[config.mk]
export PLATFORM = sky130hd
export DESIGN_NAME = uart_rx_flat
export DESIGN_NICKNAME = d
export VERILOG_FILES = /design/src/rtl/uart_rx_if.sv /design/src/rtl/uart_rx.sv /design/src/flat_wrapper.sv
export SDC_FILE = /design/constraint.sdc
export NUM_CORES = 1
export LEC_CHECK = 0
export BUFFER_PORTS_ARGS = -buffer_cell sky130_fd_sc_hd__buf_2
export CAP_MARGIN = 20
export CORE_MARGIN = 5
export CORE_UTILIZATION = 58
export DETAILED_ROUTE_END_ITERATION = 6
export PLACE_DENSITY = 0.82
export SLEW_MARGIN = 5
export SYNTH_ARGS = -nofsm -noshare
export SYNTH_HDL_FRONTEND = slang
export SYNTH_SLANG_ARGS = --single-unit
export TNS_END_PERCENT = 10
[constraint.sdc]
create_clock -name clk -period 2.3 [get_ports clk]
set_input_delay 0.115 -clock clk [delete_from_list [all_inputs] [get_ports clk]]
set_output_delay 0.115 -clock clk [all_outputs]
set_load 0.01 [all_outputs]
[src/rtl/uart_rx_if.sv]
// UART receiver bus: serial line in, acknowledge in, received byte and status out.
interface uart_rx_if;
  logic       rx;
  logic       rx_ack;
  logic [7:0] rx_data;
  logic       rx_valid;
  logic       rx_overrun;
  logic       frame_err;
  logic       busy;

  // Side that drives the line and consumes bytes
  modport master (
    output rx,
    output rx_ack,
    input  rx_data,
    input  rx_valid,
    input  rx_overrun,
    input  frame_err,
    input  busy
  );

  // Receiver side
  modport slave (
    input  rx,
    input  rx_ack,
    output rx_data,
    output rx_valid,
    output rx_overrun,
    output frame_err,
    output busy
  );
endinterface

[src/rtl/uart_rx.sv]
// 8N1 UART receiver. Start bit is verified at its midpoint, data and stop bits
// are then sampled one bit period apart. A low stop bit raises a one-cycle
// frame error and the receiver waits for the line to return high before it
// looks for the next start bit.
module uart_rx #(
  parameter int clock_frequency = 12000000,
  parameter int uart_baud_rate  = 9600
) (
  input  logic    clk,
  input  logic    rst,
  uart_rx_if.slave bus
);

  localparam int BIT_TICKS  = clock_frequency / uart_baud_rate;
  localparam int HALF_TICKS = BIT_TICKS / 2;
  localparam int CNT_W      = $clog2(BIT_TICKS);

  localparam logic [CNT_W-1:0] BIT_LAST  = CNT_W'(BIT_TICKS - 1);
  localparam logic [CNT_W-1:0] HALF_LAST = CNT_W'(HALF_TICKS - 1);
  localparam logic [CNT_W-1:0] CNT_ONE   = CNT_W'(1);

  typedef enum logic [2:0] {
    IDLE,
    START,
    DATA,
    STOP,
    BREAK
  } state_t;

  // Line synchronizer stages; both idle high so reset never looks like a start bit
  logic rx_p0;
  logic rx_p1;
  logic rx_s;

  state_t           state, state_nxt;
  logic [CNT_W-1:0] cnt, cnt_nxt;
  logic [2:0]       bit_idx, bit_nxt;
  logic [7:0]       shreg, shreg_nxt;
  logic [7:0]       data_q, data_nxt;
  logic             valid_q, valid_nxt;
  logic             ovr_q, ovr_nxt;
  logic             ferr_q, ferr_nxt;
  logic             done;

  assign rx_s = rx_p1;

  // Two-flop synchronizer for the asynchronous serial line
  always_ff @(posedge clk or posedge rst) begin
    if (rst) begin
      rx_p0 <= 1'b1;
      rx_p1 <= 1'b1;
    end else begin
      rx_p0 <= bus.rx;
      rx_p1 <= rx_p0;
    end
  end

  // FSM, counters, shift register and output flags
  always_ff @(posedge clk or posedge rst) begin
    if (rst) begin
      state   <= IDLE;
      cnt     <= '0;
      bit_idx <= '0;
      shreg   <= '0;
      data_q  <= '0;
      valid_q <= 1'b0;
      ovr_q   <= 1'b0;
      ferr_q  <= 1'b0;
    end else begin
      state   <= state_nxt;
      cnt     <= cnt_nxt;
      bit_idx <= bit_nxt;
      shreg   <= shreg_nxt;
      data_q  <= data_nxt;
      valid_q <= valid_nxt;
      ovr_q   <= ovr_nxt;
      ferr_q  <= ferr_nxt;
    end
  end

  // Next-state, sampling and handshake decisions
  always_comb begin
    state_nxt = state;
    cnt_nxt   = cnt;
    bit_nxt   = bit_idx;
    shreg_nxt = shreg;
    data_nxt  = data_q;
    valid_nxt = valid_q;
    ovr_nxt   = ovr_q;
    ferr_nxt  = 1'b0;
    done      = 1'b0;

    case (state)
      IDLE: begin
        cnt_nxt = '0;
        if (!rx_s) begin
          state_nxt = START;
        end
      end

      START: begin
        if (cnt == HALF_LAST) begin
          cnt_nxt = '0;
          bit_nxt = '0;
          // A line already back high at mid start bit is treated as noise
          state_nxt = rx_s ? IDLE : DATA;
        end else begin
          cnt_nxt = cnt + CNT_ONE;
        end
      end

      DATA: begin
        if (cnt == BIT_LAST) begin
          cnt_nxt   = '0;
          shreg_nxt = {rx_s, shreg[7:1]};
          bit_nxt   = bit_idx + 3'd1;
          if (bit_idx == 3'd7) begin
            state_nxt = STOP;
          end
        end else begin
          cnt_nxt = cnt + CNT_ONE;
        end
      end

      STOP: begin
        if (cnt == BIT_LAST) begin
          cnt_nxt = '0;
          if (rx_s) begin
            done      = 1'b1;
            state_nxt = IDLE;
          end else begin
            ferr_nxt  = 1'b1;
            state_nxt = BREAK;
          end
        end else begin
          cnt_nxt = cnt + CNT_ONE;
        end
      end

      BREAK: begin
        cnt_nxt = '0;
        if (rx_s) begin
          state_nxt = IDLE;
        end
      end

      default: begin
        state_nxt = IDLE;
        cnt_nxt   = '0;
      end
    endcase

    // A completing byte wins over an acknowledge; an acknowledge in the same
    // cycle only suppresses the overrun, since the old byte was consumed.
    if (done) begin
      data_nxt  = shreg;
      valid_nxt = 1'b1;
      ovr_nxt   = valid_q && !bus.rx_ack;
    end else if (bus.rx_ack && valid_q) begin
      valid_nxt = 1'b0;
      ovr_nxt   = 1'b0;
    end
  end

  assign bus.rx_data    = data_q;
  assign bus.rx_valid   = valid_q;
  assign bus.rx_overrun = ovr_q;
  assign bus.frame_err  = ferr_q;
  assign bus.busy       = (state != IDLE);

endmodule

[src/flat_wrapper.sv]
// flat-port wrapper written by rule: the top's interface ports become plain ports
module uart_rx_flat 
#(
  parameter int clock_frequency = 12000000,
  parameter int uart_baud_rate  = 9600
)
  (clk, rst, bus_rx, bus_rx_ack, bus_rx_data, bus_rx_valid, bus_rx_overrun, bus_frame_err, bus_busy);
  uart_rx_if bus_i ();
  input  logic clk;
  input  logic rst;
  input wire logic [$bits(bus_i.rx)-1:0] bus_rx;
  input wire logic [$bits(bus_i.rx_ack)-1:0] bus_rx_ack;
  output wire logic [$bits(bus_i.rx_data)-1:0] bus_rx_data;
  output wire logic [$bits(bus_i.rx_valid)-1:0] bus_rx_valid;
  output wire logic [$bits(bus_i.rx_overrun)-1:0] bus_rx_overrun;
  output wire logic [$bits(bus_i.frame_err)-1:0] bus_frame_err;
  output wire logic [$bits(bus_i.busy)-1:0] bus_busy;
  assign bus_i.rx = bus_rx;
  assign bus_i.rx_ack = bus_rx_ack;
  assign bus_rx_data = bus_i.rx_data;
  assign bus_rx_valid = bus_i.rx_valid;
  assign bus_rx_overrun = bus_i.rx_overrun;
  assign bus_frame_err = bus_i.frame_err;
  assign bus_busy = bus_i.busy;
  uart_rx #(.clock_frequency(clock_frequency), .uart_baud_rate(uart_baud_rate)) u_core (.clk(clk), .rst(rst), .bus(bus_i));
endmodule
==> run summary, run 1 <==
Starting Density - 59.3%
Share of the synthesized area in the top cell type - 51.0%
Mean Syn Cell Area - 12.6 um^2
Endpoint type of the worst setup path - register
Setup-failing EPs final - 0
Wirelength, routed - 3020 um
Remaining Overflow, GRT - 0
Post-synth ARST share - 100%
Placer congestion estimate - 0.770
Max Cap Violations - 0
Slew Limit Fails - 0
Delay-heaviest family, CP - simple AND/OR/NAND/NOR gates
Outcome - finished clean
Nets - 172
Critical path, cell by cell - inv_1, ha_1, nand4b_1, nor4_4, and2_4, mux2_2
Vias in the first global route - 1,155
Buffers on Ports - 15
Worst Reg-to-Reg Cells - 6
Synthesis-stage register bit count - 38
Wire per inst - 15.4 um
Most numerous cell in the Yosys netlist - dfrtp_1
Post-synth EDFFs - 0
Top cells by count, synth - dfrtp_1, nor2_1, mux2_2
Buf+Inv Stages, Crit Path - 1
Initial antenna violation count - 0
Fmax - 0.492 GHz
Largest net degree at the start of global routing - 39
First-pass DRT Iterations - 4
Relative slew slack - 69.5%
Layout cells sized above 1 - 33.7%
Inserted Clock Buffers - 5
Max stage delay cell, worst path - dfrtp_1
Leading area contributor after synthesis - dfrtp_1
Die Wd - 65.2 um
Period utilization - 88.4%
Skew final - 0.0104 ns
Ports - 16
Core area - 2980 um^2
Worst IR drop on VDD - 0.267 mV
Post-CTS Setup Inserts - 0
Clock latency on the worst-skew pair - 0.34 ns
YS warnings - 0
Required @ worst endpoint - 2.53 ns
Critical path depth - 6
Vias - 1,107
DRT iter0 DRCs - 62
RSZ-0062 raised after global routing - false
Worst setup SP type - register
Mapped cell area - 1770 um^2
Tightest Pin Transition - 0.458 ns
Crit-path max FO - 11
Layout Cells excl Fill - 196
Via density - 5.65
Filler instances - 231
Critical Path AT - 2.27 ns
Max stage delay on crit path - 0.43 ns
Synth top area cells - dfrtp_1, mux2_2, mux2_4
Remaining antenna violation count - 0
Post-cts resize count - 0
Root Driver - clkbuf_4
Placed cells - 187
H-Tree Depth - 2
Clock Sink Count - 38
Detailed placer's ending HPWL - 2200 um
First-pass GRT wire length - 5200 um
Leakage - 0.999 nW
Distinct cell type count after synthesis - 40
Total GRT Usage - 16.1%
HP Class - in -> reg
Syn_nets - 149
Die H - 65.2 um
Row count - 20
Crit Path Category - reg -> reg
Setup TNS - 0 ns
Synth Flop Type - dfrtp_1
Worst-path clk slew - 0.11 ns
Worst Hold Depth - 4
DRC Markers - 0
Number of diodes - 0
Power density over cell area - 529 nW/um^2
Tmin final - 2.03 ns
Final Hold Vio Count - 0
CTS tree - done
Total power draw - 0.00102 W
Cells after Synth - 140
Syn-to-layout area delta - 9.50%
Seq/Total Area, Yosys - 54.0%
Max clock buf depth - 2
Die Area - 4250 um^2
CTS Hold Bufs - 2
==> state kept, by name, indices dropped and copies added (netlist names) <==
name / cells
u_core.cnt: 11
u_core.bus.frame_err: 1
u_core.bit_idx: 3
u_core.bus.rx_overrun: 1
u_core.state: 3
u_core.shreg: 8
u_core.rx_p1: 1
u_core.bus.rx_valid: 1
u_core.bus.rx_data: 8
u_core.rx_p0: 1
==> cells by family (layout without fill, tap and decap cells) <==
group,Yosys count,count (layout),share of synthesized area [%]
AO/OA/AOI/OAI,9,9,3.76
XOR/XNOR,9,9,4.47
adder cells (fa/ha/maj),5,5,3.54
buffers and inverters,7,30,2.62
flip-flops,38,38,54.0
multiplexers,19,19,13.5
AND/OR/NAND/NOR,53,53,18.1
==> final cells by class <==
class                   instances  area (um^2)  area share [%]
inverters                       4         15.0           0.777
well taps                      33         41.3            2.14
clock inverters                 2         10.0           0.518
flip-flops and latches         38          953            49.3
repair buffers                 19          110            5.70
multi-input cells              95          766            39.6
clock buffers                   5         37.5            1.94
==> cell usage in the layout (no fill, tap or decap), types with 2 or more instances in the layout <==
cell type,instances
nand2_1,10
a21oi_1,3
a22o_2,2
nand3_1,5
mux2_4,7
buf_4,2
nor2b_1,2
clkbuf_4,5
or3_1,2
xor2_1,7
nand4b_1,2
dlygate4sd3_1,2
clkinv_2,2
buf_2,15
dfstp_2,2
ha_1,5
nor2_1,13
dfrtp_1,36
xnor2_1,2
nor3_1,4
mux2_2,11
inv_1,4
==> worst register-to-register path, delay by kind of cell (launching register included) <==
family / cells / cell delay (ns)
simple gates: 3 / 0.90
fa+ha+maj: 1 / 0.14
buf+inv: 1 / 0.10
mux: 1 / 0.36
flops: 1 / 0.43
==> where the power goes <==
group | total [W] | internal (W) | switching [W]
logic | 0.0000246 | 0.00000780 | 0.0000168
clock network | 0.000323 | 0.000110 | 0.000213
registers | 0.000676 | 0.000673 | 0.00000329
total | 0.00102 | 0.000790 | 0.000233
==> worst paths after layout <==
kind                       slack, ns          start                    end
min in group asynchronous       0.40            rst  u_core.bus.rx_data[2]
setup / recovery                0.27  u_core.cnt[1]        u_core.shreg[6]
hold reg to reg                 0.37   u_core.rx_p0           u_core.rx_p1
hold / removal                  0.05     bus_rx_ack  u_core.bus.rx_overrun
setup reg to reg                0.27  u_core.cnt[1]        u_core.shreg[6]
max in group asynchronous       1.55            rst           u_core.rx_p1
==> stage by stage <==
stage                     setup slack (ns)  utilization, %  hold slack, ns  cell area (um^2)
after CTS                            0.263            64.9          0.0481              1930
after floorplan                      0.473               -           0.119              1770
after global routing                 0.123            64.9          0.0815              1930
after detailed placement             0.271            62.6           0.221              1870
after global placement               0.397            62.6           0.220              1870
final                                0.267            64.9          0.0525              1930
==> metal layers <==
| metal | share of wire (%) | track usage [%] | vias up |
|---|---|---|---|
| li1 | - | - | 532 |
| met1 | 43 | 18.6 | 542 |
| met2 | 50 | 27.1 | 26 |
| met3 | 4.9 | 4.79 | 7 |
| met4 | 2.0 | 8.03 | 0 |
| met5 | 0 | 0 | - |
Note: power is estimated with default switching activity, not from simulation.
==> inputs of run 2 (changes only) <==
--- a/config.mk
+++ b/config.mk
@@ -10,6 +10,7 @@
 export CORE_MARGIN = 5
 export CORE_UTILIZATION = 58
 export DETAILED_ROUTE_END_ITERATION = 6
+export MAX_ROUTING_LAYER = met4
 export PLACE_DENSITY = 0.82
 export SLEW_MARGIN = 5
 export SYNTH_ARGS = -nofsm -noshare
==> run summary, run 2 (synthesized netlist as in run 1, its figures left out) <==
CTS tree - done
Wirelength, routed - 3000 um (-0.93%)
Crit-path max FO - 11 (unchanged)
Die Area - 4250 um^2 (unchanged)
Relative slew slack - 69.7% (+0.19 points)
Critical path depth - 6 (unchanged)
Layout Cells excl Fill - 196 (unchanged)
Filler instances - 231 (unchanged)
Hold Startpoint - bus_rx_ack
Syn-to-layout area delta - 9.50% (unchanged)
Max stage delay on crit path - 0.42 ns (about the same)
Critical Path AT - 2.26 ns (about the same)
HP Class - in -> reg
Crit Path Category - reg -> reg
Required @ worst endpoint - 2.53 ns (about the same)
Via density - 5.73 (+1.4%)
Placed cells - 187 (unchanged)
Max reg flops - 11 (unchanged)
Nets - 172 (unchanged)
Min-Delay Endpoint - u_core.bus.rx_overrun
FF-to-FF setup slack - 0.27 ns (about the same)
Setup-failing EPs final - 0 (unchanged)
Final Hold Vio Count - 0 (unchanged)
DP Worst Slack - 0.271 ns (unchanged)
Delay-heaviest family, CP - simple AND/OR/NAND/NOR gates
Tmin final - 2.03 ns (-0.00617 ns)
DP Area - 1870 um^2 (unchanged)
H-Tree Depth - 2 (unchanged)
Clock latency on the worst-skew pair - 0.35 ns (about the same)
Post-cts resize count - 0 (unchanged)
Outcome - finished clean
Period utilization - 88.1% (-0.27 points)
Post-layout instance area - 1930 um^2 (unchanged)
Vias in the first global route - 1,155 (unchanged)
Starting Density - 59.3% (unchanged)
Detailed placer's ending HPWL - 2200 um (unchanged)
Worst-path clk slew - 0.11 ns (about the same)
Power density over cell area - 528 nW/um^2 (-0.20%)
Most common cell after layout, fill and taps aside - dfrtp_1
Tightest Pin Transition - 0.455 ns (-0.00279 ns)
Max Cap Violations - 0 (unchanged)
Leakage - 0.999 nW (unchanged)
Max stage delay cell, worst path - dfrtp_1
Buffers on Ports - 15 (unchanged)
Worst setup SP type - register
Worst setup margin - 0.274 ns (+0.00617 ns)
Core area - 2980 um^2 (unchanged)
Number of diodes - 0 (unchanged)
Remaining Overflow, GRT - 0 (unchanged)
Worst Hold Depth - 4 (unchanged)
Worst r2r dst - u_core.shreg[6]
Clock Sink Count - 38 (unchanged)
Reg with most FFs - u_core.cnt
Wire per inst - 15.3 um (-0.93%)
Worst Reg-to-Reg Cells - 6 (unchanged)
Most frequent cells in the layout - dfrtp_1, buf_2, nor2_1, mux2_2, nand2_1
Initial antenna violation count - 0 (unchanged)
Ports - 16 (unchanged)
Remaining antenna violation count - 0 (unchanged)
Endpoint type of the worst setup path - register
Setup TNS - 0 ns (unchanged)
First-pass GRT wire length - 5190 um (-0.13%)
First-pass DRT Iterations - 4 (unchanged)
Slew Limit Fails - 0 (unchanged)
DRC Markers - 0 (unchanged)
Root Driver - clkbuf_4
Vias - 1,123 (+1.4%)
Largest net degree at the start of global routing - 39 (unchanged)
Fmax - 0.493 GHz (+0.30%)
Layout cells sized above 1 - 33.7% (unchanged)
Total GRT Usage - 16.6% (+0.48 points)
Max clock buf depth - 2 (unchanged)
Critical path, cell by cell - inv_1, ha_1, nand4b_1, nor4_4, and2_4, mux2_2
RSZ-0062 raised after global routing - false
Skew final - 0.0121 ns (+0.00171 ns)
Die Wd - 65.2 um (unchanged)
Worst IR drop on VDD - 0.260 mV (-2.5%)
Die H - 65.2 um (unchanged)
Buf+Inv Stages, Crit Path - 1 (unchanged)
RR Startpoint - u_core.cnt[1]
Placer congestion estimate - 0.780 (+1.3%)
Row count - 20 (unchanged)
Inserted Clock Buffers - 5 (unchanged)
DRT iter0 DRCs - 65 (+4.8%)
run 2: cell counts in the layout (fill, tap and decap cells not counted):
Identical to the previous run, type by type.
run 2: worst max path at each step:
| stage | startpoint | endpoint | slack (ns) |
|---|---|---|---|
| after CTS | u_core.cnt[1] | u_core.shreg[6] | 0.26 |
| after global routing | u_core.cnt[1] | u_core.bus.rx_data[5] | 0.12 |
| after global placement | u_core.cnt[1] | u_core.state[0] | 0.40 |
| final | u_core.cnt[1] | u_core.shreg[6] | 0.27 |
| after floorplan | u_core.cnt[1] | u_core.shreg[0] | 0.47 |
| after detailed placement | u_core.cnt[1] | u_core.shreg[6] | 0.27 |
run 2: layout make-up:
type | instances | area, um^2 | share of cell area (%)
clock buffers | 5 | 37.5 | 1.94
clock inverters | 2 | 10.0 | 0.518
inverters | 4 | 15.0 | 0.777
multi-input cells | 95 | 766 | 39.6
flip-flops and latches | 38 | 953 | 49.3
well taps | 33 | 41.3 | 2.14
repair buffers | 19 | 110 | 5.70
run 2: metrics by stage:
step / utilization [%] / hold WS, ns / total power [W]
after detailed placement: 62.6 / 0.221 / 0.000712
after CTS: 64.9 / 0.0481 / 0.00103
after global routing: 64.9 / 0.0778 / 0.00107
after global placement: 62.6 / 0.220 / 0.000711
after floorplan: - / 0.119 / 0.000702
final: 64.9 / 0.0507 / 0.00102
run 2: repair_timing:
item / in CTS / in global routing
hold buffers: 2 / 0
setup endpoints to repair: 0 / 0
endpoints found under the hold margin: 37 / 0
buffers inserted: 0 / 0
run 2: report_power, final:
group	internal [W]	switching, W	total, W
clock	0.000110	0.000211	0.000321
combinational	0.00000780	0.0000167	0.0000245
sequential	0.000673	0.00000333	0.000676
total	0.000790	0.000231	0.00102
run 2: layer usage:
layer | global-route usage [%] | part of all wire (%)
met2 | 26.9 | 51
met5 | - | 0
met3 | 4.79 | 4.6
met4 | 8.03 | 2.3
met1 | 18.8 | 42
run 2: worst reg2reg max path, cell delays in order (launching register included):
cell	delay, ns
dfrtp_1	0.42
inv_1	0.09
ha_1	0.14
nand4b_1	0.21
nor4_4	0.39
and2_4	0.31
mux2_2	0.36
==> inputs of run 3 (changes only) <==
--- a/config.mk
+++ b/config.mk
@@ -9,9 +9,10 @@
 export CAP_MARGIN = 20
 export CORE_MARGIN = 5
 export CORE_UTILIZATION = 58
+export CTS_CLUSTER_SIZE = 24
 export DETAILED_ROUTE_END_ITERATION = 6
 export MAX_ROUTING_LAYER = met4
-export PLACE_DENSITY = 0.82
+export PLACE_DENSITY_LB_ADDON = 0.25
 export SLEW_MARGIN = 5
 export SYNTH_ARGS = -nofsm -noshare
 export SYNTH_HDL_FRONTEND = slang
==> run summary, run 3 (synthesized netlist as in run 1, its figures left out) <==
Clock Sink Count - 38 (unchanged)
CTS Hold Bufs - 2 (unchanged)
Detailed placer's ending HPWL - 2080 um (-5.4%)
Worst-path clk slew - 0.11 ns (about the same)
Nets - 172 (unchanged)
Setup-failing EPs final - 0 (unchanged)
Critical path origin - u_core.cnt[1]
Root Driver - clkbuf_4
Clock power share - 46.0% (+15 points)
RSZ-0062 raised after global routing - false
Die Area - 4250 um^2 (unchanged)
Ports - 16 (unchanged)
Inserted Clock Buffers - 5 (unchanged)
Critical Path AT - 2.26 ns (about the same)
Via density - 5.75 (+0.29%)
HP Class - in -> reg
DP Area - 1870 um^2 (unchanged)
DRC Markers - 0 (unchanged)
Final Hold Vio Count - 0 (unchanged)
Post-cts resize count - 0 (unchanged)
Crit Path Category - reg -> reg
Syn-to-layout area delta - 13.1%
Sequential Power Share - 52.1% (-14 points)
DRT iter0 DRCs - 47 (-28%)
Worst setup SP type - register
Slew Limit Fails - 0 (unchanged)
Max Cap Violations - 0 (unchanged)
Post-CTS Setup Inserts - 0 (unchanged)
Routed length on met1 - 1300 um (+3.6%)
Row count - 20 (unchanged)
Placer congestion estimate - 0.798 (+2.3%)
Combinational power share - 1.9% (-0.5 points)
Final hold slack - 0.0507 ns (+0.0000862 ns)
Leakage - 1.03 nW (+2.8%)
Hold Startpoint - bus_rx_ack
Max clock buf depth - 2 (unchanged)
Most frequent cells in the layout - dfrtp_1, buf_2, nor2_1, mux2_2, nand2_1
H-Tree Depth - 2 (unchanged)
Sw frac - 19.1% (-3.5 points)
Worst Hold Depth - 4 (unchanged)
Max reg flops - 11 (unchanged)
Worst setup margin - 0.293 ns (+0.0199 ns)
Placed cells - 187 (unchanged)
Layout cells sized above 1 - 34.1% (+0.40 points)
Initial antenna violation count - 0 (unchanged)
DR WL met2 - 1460 um (-4.9%)
First-pass GRT wire length - 5310 um (+2.3%)
Vias in the first global route - 1,128 (-2.3%)
Setup TNS - 0 ns (unchanged)
Post-layout instance area - 2000 um^2 (+3.3%)
Starting Density - 59.3% (unchanged)
Reg with most FFs - u_core.cnt
Most common cell after layout, fill and taps aside - dfrtp_1
Period utilization - 87.2% (-0.87 points)
Min-Delay Endpoint - u_core.bus.rx_overrun
Internal power - 0.00105 W (+33%)
Largest net degree at the start of global routing - 39 (unchanged)
Skew final - 0.00931 ns (-0.00278 ns)
Relative slew slack - 69.5% (-0.15 points)
Outcome - finished clean
Remaining Overflow, GRT - 0 (unchanged)
Clock latency on the worst-skew pair - 0.36 ns (about the same)
Total GRT Usage - 17.3% (+0.73 points)
First-pass DRT Iterations - 4 (unchanged)
DP Worst Slack - 0.315 ns (+0.0442 ns)
Worst r2r dst - u_core.shreg[6]
Endpoint type of the worst setup path - register
Fmax - 0.498 GHz (+0.99%)
Required @ worst endpoint - 2.55 ns (+0.02 ns)
Buffers on Ports - 15 (unchanged)
FF-to-FF setup slack - 0.29 ns (+0.02 ns)
Worst Reg-to-Reg Cells - 6 (unchanged)
Core area - 2980 um^2 (unchanged)
Worst IR drop on VDD - 0.638 mV (+150%)
Layout Cells excl Fill - 197 (+0.51%)
Psw - 0.000248 W (+7.6%)
Top sig layer - met4
Crit-path max FO - 11 (unchanged)
WL met3 - 122 um (-11%)
Number of diodes - 0 (unchanged)
Tightest Pin Transition - 0.457 ns (+0.00220 ns)
CTS tree - done
Power density over cell area - 649 nW/um^2 (+23%)
Wirelength, routed - 2970 um (-0.73%)
Vias - 1,132 (+0.80%)
RR Startpoint - u_core.cnt[1]
Die Wd - 65.2 um (unchanged)
Wire per inst - 15.1 um (-1.2%)
Die H - 65.2 um (unchanged)
Remaining antenna violation count - 0 (unchanged)
Tmin final - 2.01 ns (-0.0199 ns)
==> run 3: changes by cell type in the layout (fill, tap and decap cells not counted), sizes merged <==
cell    previous run  this run
clkbuf             5         6
clkinv             2         0
bufinv             0         2
==> run 3: final cells by class <==
cell class / instances / area, um^2
repair buffers: 19 / 110
flip-flops and latches: 38 / 953
clock buffers: 6 / 51.3
clock inverters: 2 / 60.1
fillers: 231 / 981
inverters: 4 / 15.0
well taps: 33 / 41.3
multi-input cells: 95 / 766
==> run 3: how the worst max path moves through the flow <==
stage                             to  cells past startpoint
5_1_grt        u_core.bus.rx_data[0]                      6
2_1_floorplan        u_core.shreg[0]                      7
6_report             u_core.shreg[6]                      6
3_3_place_gp         u_core.state[0]                      6
4_1_cts              u_core.shreg[6]                      6
3_5_place_dp         u_core.shreg[6]                      6
==> run 3: power by group through the flow <==
stage / logic, W / clock network, W / registers [W]
after detailed placement: 0.0000232 / 0 / 0.000689
after floorplan: 0.0000131 / 0 / 0.000689
after CTS: 0.0000260 / 0.000608 / 0.000676
final: 0.0000247 / 0.000596 / 0.000676
after global routing: 0.0000294 / 0.000645 / 0.000677
after global placement: 0.0000226 / 0 / 0.000688
==> run 3: metal layers <==
| metal | vias to the layer above | GRT usage, % |
|---|---|---|
| li1 | 539 | - |
| met1 | 564 | 20.3 |
| met2 | 20 | 26.4 |
| met3 | 9 | 4.10 |
| met4 | 0 | 11.7 |
| met5 | - | - |
==> run 3: worst max-delay path: stages (launching register included) <==
cell and delay [ns]:
dfrtp_1 0.42, inv_1 0.09, ha_1 0.14, nand4b_1 0.21, nor4_4 0.38, and2_4 0.31
mux2_2 0.35
==> run 3: metrics by stage <==
step / power (W) / utilization [%]
after CTS: 0.00131 / 67.1
final: 0.00130 / 67.1
after detailed placement: 0.000712 / 62.6
after global routing: 0.00135 / 67.1
after global placement: 0.000711 / 62.6
after floorplan: 0.000702 / -
